===== src/rtl/cdc_handshake_tx.sv =====
// Source side of a four-phase req/ack CDC handshake; CDC_TX_TIMEOUT_EN adds a REQ-phase timeout abort.
// Latency: loopback accept-to-done is 2*(SYNC_STAGES+1) cycles; in_ready is low for the whole handshake.
// Backpressure: one word in flight, nothing queued; in_valid is ignored until the return-to-zero completes.
module cdc_handshake_tx #(
  parameter int WIDTH          = 8,
  parameter int SYNC_STAGES    = 2,
  parameter int TIMEOUT_CYCLES = 1024
) (
  input  logic             clk,
  input  logic             rst_n,
  input  logic [WIDTH-1:0] in_data,
  input  logic             in_valid,
  output logic             in_ready,
  output logic [WIDTH-1:0] data_out,
  output logic             req_out,
  input  logic             ack_in,
  output logic             done,
  output logic             err
);

  typedef enum logic [1:0] {IDLE, REQ, ACK_LOW} state_t;

  state_t                 state_q;
  logic [WIDTH-1:0]       data_q;
  logic                   req_q;
  logic                   done_q;
  logic [SYNC_STAGES-1:0] sync_q;
  logic                   ack_s;

  // ack_in is asynchronous to clk; only the last synchroniser flop is ever observed.
  always_ff @(posedge clk or negedge rst_n) begin
    if (!rst_n) begin
      sync_q <= '0;
    end else begin
      sync_q <= {sync_q[SYNC_STAGES-2:0], ack_in};
    end
  end

  assign ack_s = sync_q[SYNC_STAGES-1];

`ifdef CDC_TX_TIMEOUT_EN
  localparam int CNT_W = $clog2(TIMEOUT_CYCLES + 1);

  logic [CNT_W-1:0] cnt_q;
  logic             err_q;
  logic             aborted_q;

  always_ff @(posedge clk or negedge rst_n) begin
    if (!rst_n) begin
      state_q   <= IDLE;
      data_q    <= '0;
      req_q     <= 1'b0;
      done_q    <= 1'b0;
      err_q     <= 1'b0;
      cnt_q     <= '0;
      aborted_q <= 1'b0;
    end else begin
      done_q <= 1'b0;
      err_q  <= 1'b0;
      case (state_q)
        IDLE: begin
          if (in_valid) begin
            data_q    <= in_data;
            req_q     <= 1'b1;
            cnt_q     <= '0;
            aborted_q <= 1'b0;
            state_q   <= REQ;
          end
        end
        REQ: begin
          // An acknowledge arriving on the limit cycle takes priority over the abort.
          if (ack_s) begin
            req_q   <= 1'b0;
            state_q <= ACK_LOW;
          end else if (cnt_q == CNT_W'(TIMEOUT_CYCLES - 1)) begin
            cnt_q     <= cnt_q + CNT_W'(1);
            req_q     <= 1'b0;
            err_q     <= 1'b1;
            aborted_q <= 1'b1;
            state_q   <= ACK_LOW;
          end else begin
            cnt_q <= cnt_q + CNT_W'(1);
          end
        end
        ACK_LOW: begin
          if (!ack_s) begin
            done_q  <= !aborted_q;
            state_q <= IDLE;
          end
        end
        default: state_q <= IDLE;
      endcase
    end
  end

  assign err = err_q;
`else
  always_ff @(posedge clk or negedge rst_n) begin
    if (!rst_n) begin
      state_q <= IDLE;
      data_q  <= '0;
      req_q   <= 1'b0;
      done_q  <= 1'b0;
    end else begin
      done_q <= 1'b0;
      case (state_q)
        IDLE: begin
          if (in_valid) begin
            data_q  <= in_data;
            req_q   <= 1'b1;
            state_q <= REQ;
          end
        end
        REQ: begin
          if (ack_s) begin
            req_q   <= 1'b0;
            state_q <= ACK_LOW;
          end
        end
        ACK_LOW: begin
          if (!ack_s) begin
            done_q  <= 1'b1;
            state_q <= IDLE;
          end
        end
        default: state_q <= IDLE;
      endcase
    end
  end

  assign err = 1'b0;
`endif

  assign in_ready = (state_q == IDLE);
  assign data_out = data_q;
  assign req_out  = req_q;
  assign done     = done_q;

endmodule


===== config.mk =====
export PLATFORM = sky130hd
export DESIGN_NAME = cdc_handshake_tx
export DESIGN_NICKNAME = d
export VERILOG_FILES = /design/src/rtl/cdc_handshake_tx.sv
export SDC_FILE = /design/constraint.sdc
export NUM_CORES = 1
export LEC_CHECK = 0
export CAP_MARGIN = 10
export CORE_MARGIN = 5
export CORE_UTILIZATION = 39
export DETAILED_ROUTE_END_ITERATION = 10
export GPL_ROUTABILITY_DRIVEN = 0
export PLACE_DENSITY = 0.77
export SETUP_SLACK_MARGIN = 0.1
export SLEW_MARGIN = 30
export SYNTH_ARGS = -nofsm -noshare
export SYNTH_HDL_FRONTEND = slang
export SYNTH_SLANG_ARGS = --single-unit

===== constraint.sdc =====
create_clock -name clk -period 1.6 [get_ports clk]
set_clock_uncertainty 0.2 [all_clocks]
set_input_delay 0.24 -clock clk [delete_from_list [all_inputs] [get_ports clk]]
set_output_delay 0.24 -clock clk [all_outputs]
set_load 0.02 [all_outputs]

# Yosys cells after proc, flatten, opt, wreduce, memory -nomap -nowiden
# Index checks and enable logic that the tools add are counted.
totals:
  register_bits: 14
  inputBits: 12
  out_inout_bits: 12
  elab_cells: 24
op_classes:
  n_eq_ne: 5
  mux: 9
  n_reduce_logical: 5
ops:
  columns: ["operator", "count"]
  rows:
  - ["2-bit 2-to-1 mux", 3]
  - ["2-bit inequality test (second input constant)", 3]
  - ["2-bit case mux with 3 select lines", 1]
  - ["3-bit AND reduction", 2]
  - ["1-bit 2-to-1 mux", 4]
  - ["2-bit by 1-bit equality test with 1-bit output (second input constant)", 1]
  - ["2-bit equality test (second input constant)", 1]
  - ["2-bit logical NOT", 1]
  - ["1-bit case mux with 2 select lines", 1]
  - ["2-bit AND reduction", 1]
  - ["2-bit nonzero test", 1]

# Logic depth before layout (Yosys ltp)
# Gate-level depths: netlist of run 1.
depth:
  depth_word: 3
  ltp_mapped: 3

# Worst setup path before layout of run 1
# Ideal clock, no wire load.
synth_timing:
  kind: "reg-to-reg"
  startpoint: "register state_q[0]"
  endpoint: "register data_q[0] (netlist: data_out[0])"
  t_arrival_ns: 1.168
  required_ns: 1.275
  slack_ns: 0.107
  path_stages_with_launch: 4
  cell_sequence: "dfrtp_1 buf_6 nor3b_4 mux2_2"
synth_between:
  elab_chain_cells: 2
synth_lines:
  columns: ["element", "line_no", "text"]
  rows:
  - ["from (decl)", "23", "state_t state_q;"]
  - ["from (signal assigned)", "100", "state_q <= IDLE;"]
  - ["from (signal assigned)", "111", "state_q <= REQ;"]
  - ["from (signal assigned)", "117", "state_q <= ACK_LOW;"]
  - ["2-bit logical NOT", "106", "case (state_q)"]
  - ["2-bit AND reduction (no source line)", null, null]
  - ["to (signal assigned)", "109", "data_q <= in_data;"]
  - ["to (decl)", "24", "logic [WIDTH-1:0] data_q;"]
# Every way passes these cells.
# A chain may end at the register's enable or synchronous reset.

# Final worst setup path of run 1
layout_timing:
  startpoint: "register state_q[0]"
  endpoint: "register data_q[4] (netlist: data_out[4])"
# Same word-level chain as after synthesis.

==> results of run 1 <==
worst max-delay path, stage by stage, from the launching register on:
cell and delay [ps]:
dfrtp_1 410, buf_6 130, nor3b_4 200, buf_12 150, mux2_2 320
through the flow:
stage / setup TNS, ps / hold WS [ps] / utilization [%] / worst slack (ps)
after floorplan: 0 / -256 / - / 107
after global placement: -1280 / 136 / 62.2 / -163
after detailed placement: -1340 / 135 / 62.2 / -175
after CTS: 0 / 68.4 / 63.5 / 13.2
after global routing: 0 / 82.2 / 64.0 / 19.5
final: 0 / 68.2 / 64.0 / 79.5
worst paths after layout:
| check | endpoint | cells after the start |
|---|---|---|
| max in group asynchronous | req_out | 2 |
| min in group clk | sync_q[1] | 0 |
| worst min register to register | sync_q[1] | 0 |
| worst min-delay path | data_out[7] | 2 |
| worst max-delay path | data_out[4] | 4 |
| worst max register to register | data_out[4] | 4 |
cell families after synthesis:
family / after synthesis / synth area share [%]
buffers and inverters: 4 / 4.87
other: 1 / 0.695
AND/OR/NAND/NOR: 5 / 6.50
multiplexers: 9 / 18.6
flip-flops: 14 / 65.0
AO/OA/AOI/OAI: 3 / 2.78
XOR/XNOR: 1 / 1.62
registers in the layout, indices dropped and copies added, names as in the netlist:
signal	count
req_out	1
done	1
state_q	2
sync_q	2
data_out	8
per-layer routing:
metal | share of wire [%] | vias to the layer above | routed length, um | GRT usage [%]
li1 | - | 182 | - | -
met1 | 33 | 194 | 339 | 9.11
met2 | 55 | 14 | 577 | 20.3
met3 | 11 | 2 | 112 | 4.60
met4 | 1.2 | 0 | 12 | 8.29
met5 | 0 | - | 0 | 0
layout make-up:
cell class / instances / area, um^2
clock buffer: 3 / 22.5
fill: 113 / 468
sequential: 14 / 350
tap: 15 / 18.8
timing repair buffer: 28 / 264
inverter: 2 / 7.51
multi-input combinational: 19 / 170
cell usage in the layout (no fill, tap or decap):
cell             synthesis  layout
a21oi_1                  1       1
buf_12                   0       1
buf_4                    1       4
buf_6                    1       1
clkbuf_2                 0       1
clkbuf_4                 0       3
clkdlybuf4s50_1          0      11
conb_1                   1       1
dfrtp_1                 14      14
dlygate4sd2_1            0      10
inv_1                    2       2
mux2_2                   8       6
mux2_4                   0       2
mux2i_1                  1       1
nor2_1                   3       3
nor3_1                   1       1
nor3b_4                  1       1
o21ai_0                  2       2
xnor2_1                  1       1
power groups by stage:
stage                     logic (W)  registers (W)  clock network (W)
after CTS                  0.000800       0.000585           0.000196
after global placement     0.000856       0.000592                  0
after detailed placement   0.000876       0.000599                  0
after global routing       0.000870       0.000611           0.000213
after floorplan            0.000294       0.000742                  0
final                      0.000808       0.000586           0.000186
repair_timing:
item / in CTS / in global routing
setup buffers: 1 / 0
endpoints found under the setup margin: 19 / 9
gates resized for setup: 11 / 5
pin swaps: 1 / 1
==> impl_metrics.env, run 1 <==
export IMPL_p_sw_share_pct=36.1
export IMPL_cp_max_fo=8
export IMPL_rsz0062_at_grt="yes"
export IMPL_ys_async_sr_fraction_pct=100
export IMPL_wl_per_cell_um=12.9
export IMPL_reg2reg_slack_ps=80
export IMPL_antenna_found_initial=0
export IMPL_io_pins=24
export IMPL_cts_sinks=14
export IMPL_nNetsFinal=80
export IMPL_synth_most_common_cell="dfrtp_1"
export IMPL_p_comb_share_pct=51.1
export IMPL_cap_violations=0
export IMPL_p_leak_nw=0.387
export IMPL_cts_path_max_buffers=2
export IMPL_drcViolationCount=0
export IMPL_synth_ff_type="dfrtp_1"
export IMPL_dieArea_um2=2230
export IMPL_avgViaCountPerCell=4.84
export IMPL_num_rows=13
export IMPL_start_kind="flop"
export IMPL_finalPower_w=0.00158
export IMPL_syn_area_um2=539
export IMPL_finish_instance_area_um2=833
export IMPL_die_height_um=47.2
export IMPL_wirelength_um=1040
export IMPL_drt_first_pass_iters=3
export IMPL_synth_top_area_share_pct=65.0
export IMPL_synthTopCellsByArea="dfrtp_1, mux2_2, nor3b_4"
export IMPL_end_kind="flop"
export IMPL_setup_viol=0
export IMPL_p_switching_w=0.000571
export IMPL_power_internal_w=0.00101
export IMPL_clk_pin_slew_ps=80
export IMPL_synth_edf_count=0
export IMPL_hp_class="input pin to async pin"
export IMPL_yosysTopAreaCell="dfrtp_1"
export IMPL_clkLatencyLatePin_ps=260
export IMPL_drive_above_1_share_pct=28.8
export IMPL_place_area_um2=810
export IMPL_overflow=0
export IMPL_drt_iter0_drc=1
export IMPL_grt_max_degree=15
export IMPL_arrival_ps=1480
export IMPL_max_freq_mhz=658
export IMPL_ys_warn_count=0
export IMPL_dp_cells=77
export IMPL_timing_hold_violations_final=0
export IMPL_synth_seq_area_share_pct=65.0
export IMPL_p_seq_share_pct=37.1
export IMPL_n_antenna_cell=0
export IMPL_fin_cells=81
export IMPL_min_period_ps=1520
export IMPL_slew_viol_final=0
export IMPL_tritoncts="done"
export IMPL_cp_startpoint="state_q[0]"
export IMPL_htreeDepth=1
export IMPL_vdd_ir_drop_max_v=0.000864
export IMPL_power_share_clock_pct=11.8
export IMPL_synth_cell_type_count=13
export IMPL_period_share_pct=95.0
export IMPL_postSynthAreaPerCell_um2=14.6
export IMPL_gr_usage_all_layers_pct=11.0
export IMPL_p_per_area_nw_per_um2=1900
export IMPL_root_buffer="clkbuf_4"
export IMPL_cts_buffers=3
export IMPL_areaGrowthSynthToFinish_pct=54.5
export IMPL_ant_nets=0
export IMPL_first_global_vias=411
export IMPL_crit_type="flop to flop"
export IMPL_grt_pass1_wl_um=1620
export IMPL_core_area_um2=1300
export IMPL_die_w_um=47.2
export IMPL_via_count=392
export IMPL_synth_seq_cells=14
export IMPL_start_util_pct=41.4
export IMPL_synth_fp_nets=49
export IMPL_cp_required_ps=1560
export IMPL_r2r_start="state_q[0]"
export IMPL_hold_buffers=0
export IMPL_synthTopCellsByCount="dfrtp_1, mux2_2, nor2_1"
export IMPL_io_buffer_count=22
export IMPL_synthCells=37
export IMPL_status="finished clean"
Note: power is estimated with default switching activity, not from simulation.
==> run 2, diff against run 1 <==
- SKIP_LAST_GASP: unset -> 1
==> results of run 2 <==
The final DEF is identical to that of run 1; final timing and power are the same.
==> run 3, diff against run 2 <==
- CORE_MARGIN: 5 -> unset
==> run 3 against run 2 <==
  * Wire length down 8.6%
  * Register-to-register slack gained 60 ps
  * Clock power barely moved
  * Critical endpoint is now data_out[3]
  * Largest cell class unchanged
  * Highest routed layer unchanged
==> impl_metrics.env, run 3 (same netlist as run 1, synthesis figures left out) <==
export IMPL_clk_pin_slew_ps=80
export IMPL_slowest_stage="clkdlybuf4s50_1"
export IMPL_tritoncts="done"
export IMPL_start_util_pct=41.4
export IMPL_crit_buf_inv=2
export IMPL_dieArea_um2=1540
export IMPL_areaGrowthSynthToFinish_pct=51.0
export IMPL_setup_viol=0
export IMPL_largest_reg_flops=8
export IMPL_hold_buffers=0
export IMPL_wl_per_cell_um=11.9
export IMPL_timing_hold_violations_final=0
export IMPL_overflow=0
export IMPL_drt_first_pass_iters=2
export IMPL_grt_pass1_wl_um=1440
export IMPL_rsz0062_at_grt="yes"
export IMPL_fin_cells=80
export IMPL_most_common_layout_cells="dfrtp_1, clkdlybuf4s50_1, dlygate4sd2_1"
export IMPL_cp_max_fo=8
export IMPL_first_global_vias=339
export IMPL_crit_type="input pin to flop"
export IMPL_start_kind="input pin"
export IMPL_crit_chain="clkdlybuf4s50_1 -> nor3b_4 -> buf_12 -> mux2_2"
export IMPL_htreeDepth=1
export IMPL_cts_buffers=3
export IMPL_hp_class="input pin to async pin"
export IMPL_die_height_um=39.2
export IMPL_nNetsFinal=79
export IMPL_final_common_cell="dfrtp_1"
export IMPL_core_area_um2=1300
export IMPL_whs_ps=74.1
export IMPL_cts_path_max_buffers=2
export IMPL_max_stage_delay_ps=480
export IMPL_wirelength_um=951
export IMPL_status="finished clean"
export IMPL_arrival_ps=1430
export IMPL_cp_required_ps=1550
export IMPL_drt_iter0_drc=2
export IMPL_slew_viol_final=0
export IMPL_drcViolationCount=0
export IMPL_gr_usage_all_layers_pct=15.2
export IMPL_min_period_ps=1480
export IMPL_n_antenna_cell=0
export IMPL_end_kind="flop"
export IMPL_p_leak_nw=0.373
export IMPL_io_buffer_count=22
export IMPL_num_rows=13
export IMPL_cts_sinks=14
export IMPL_drive_above_1_share_pct=27.7
export IMPL_period_share_pct=92.6
export IMPL_die_w_um=39.2
export IMPL_dp_cells=77
export IMPL_cap_violations=0
export IMPL_post_cts_buffers=0
export IMPL_clkLatencyLatePin_ps=260
export IMPL_path_delay_family="buffers and inverters"
export IMPL_via_count=373
export IMPL_ant_nets=0
export IMPL_p_per_area_nw_per_um2=1850
export IMPL_io_pins=24
export IMPL_root_buffer="clkbuf_4"
export IMPL_max_freq_mhz=675
export IMPL_antenna_found_initial=0
export IMPL_grt_max_degree=15
export IMPL_vdd_ir_drop_max_v=0.000871
export IMPL_avgViaCountPerCell=4.66
[run 3: cell count changes in the layout (fill, tap and decap cells not counted)]
cell | previous run | this run
buf_6 | 1 | 0
mux2_2 | 6 | 8
mux2_4 | 2 | 0
[run 3: worst paths after layout]
kind / from / end / slack, ps / cells after the start
setup / recovery: in_valid / data_out[3] / 120 / 4
hold / removal: rst_n / done / 70 / 2
setup reg to reg: state_q[0] / data_out[3] / 140 / 3
hold reg to reg: sync_q[0] / sync_q[1] / 160 / 0
max in group asynchronous: rst_n / data_out[7] / 960 / 2
min in group clk: sync_q[0] / sync_q[1] / 160 / 0
[run 3: routing by layer]
| layer | up-vias | global-route usage [%] | share of wire, % |
|---|---|---|---|
| met5 | - | 0 | 0 |
| met4 | 0 | 10.3 | 1.7 |
| met3 | 2 | 5.20 | 6.8 |
| met2 | 12 | 21.3 | 49 |
| met1 | 179 | 19.3 | 42 |
| li1 | 180 | - | - |
[run 3: what timing repair did]
action                                  in CTS  in global routing
endpoints found under the setup margin      11                  9
resized for setup                           11                  2
pin swaps                                    0                  1
[run 3: where the power goes]
group          switching, W  total, W  internal, W
clock network     0.0000984  0.000185    0.0000868
registers         0.0000870  0.000587     0.000500
logic              0.000362  0.000734     0.000372
[run 3: worst register-to-register path, cell delays in order (launching register included)]
cell and delay (ps):
dfrtp_1 420, nor3b_4 240, buf_12 150, mux2_2 340
[run 3: final cells by class]
| class | instances | area [um^2] |
|---|---|---|
| fillers | 117 | 487 |
| well taps | 15 | 18.8 |
| flip-flops and latches | 14 | 350 |
| clock buffers | 3 | 22.5 |
| inverters | 2 | 7.51 |
| repair buffers | 27 | 253 |
| multi-input cells | 19 | 163 |
[run 3: stage by stage]
| step | power [W] | TNS (ps) | worst slack, ps | cell area, um^2 | util [%] |
|---|---|---|---|---|---|
| 2_1_floorplan | 0.00104 | 0 | 107 | 539 | - |
| 3_3_place_gp | 0.00142 | -1080 | -138 | 810 | 62.2 |
| 3_5_place_dp | 0.00144 | -1180 | -164 | 810 | 62.2 |
| 4_1_cts | 0.00153 | -8.18 | -8.18 | 818 | 62.9 |
| 5_1_grt | 0.00161 | 0 | 90.0 | 815 | 62.6 |
| 6_report | 0.00151 | 0 | 119 | 815 | 62.6 |
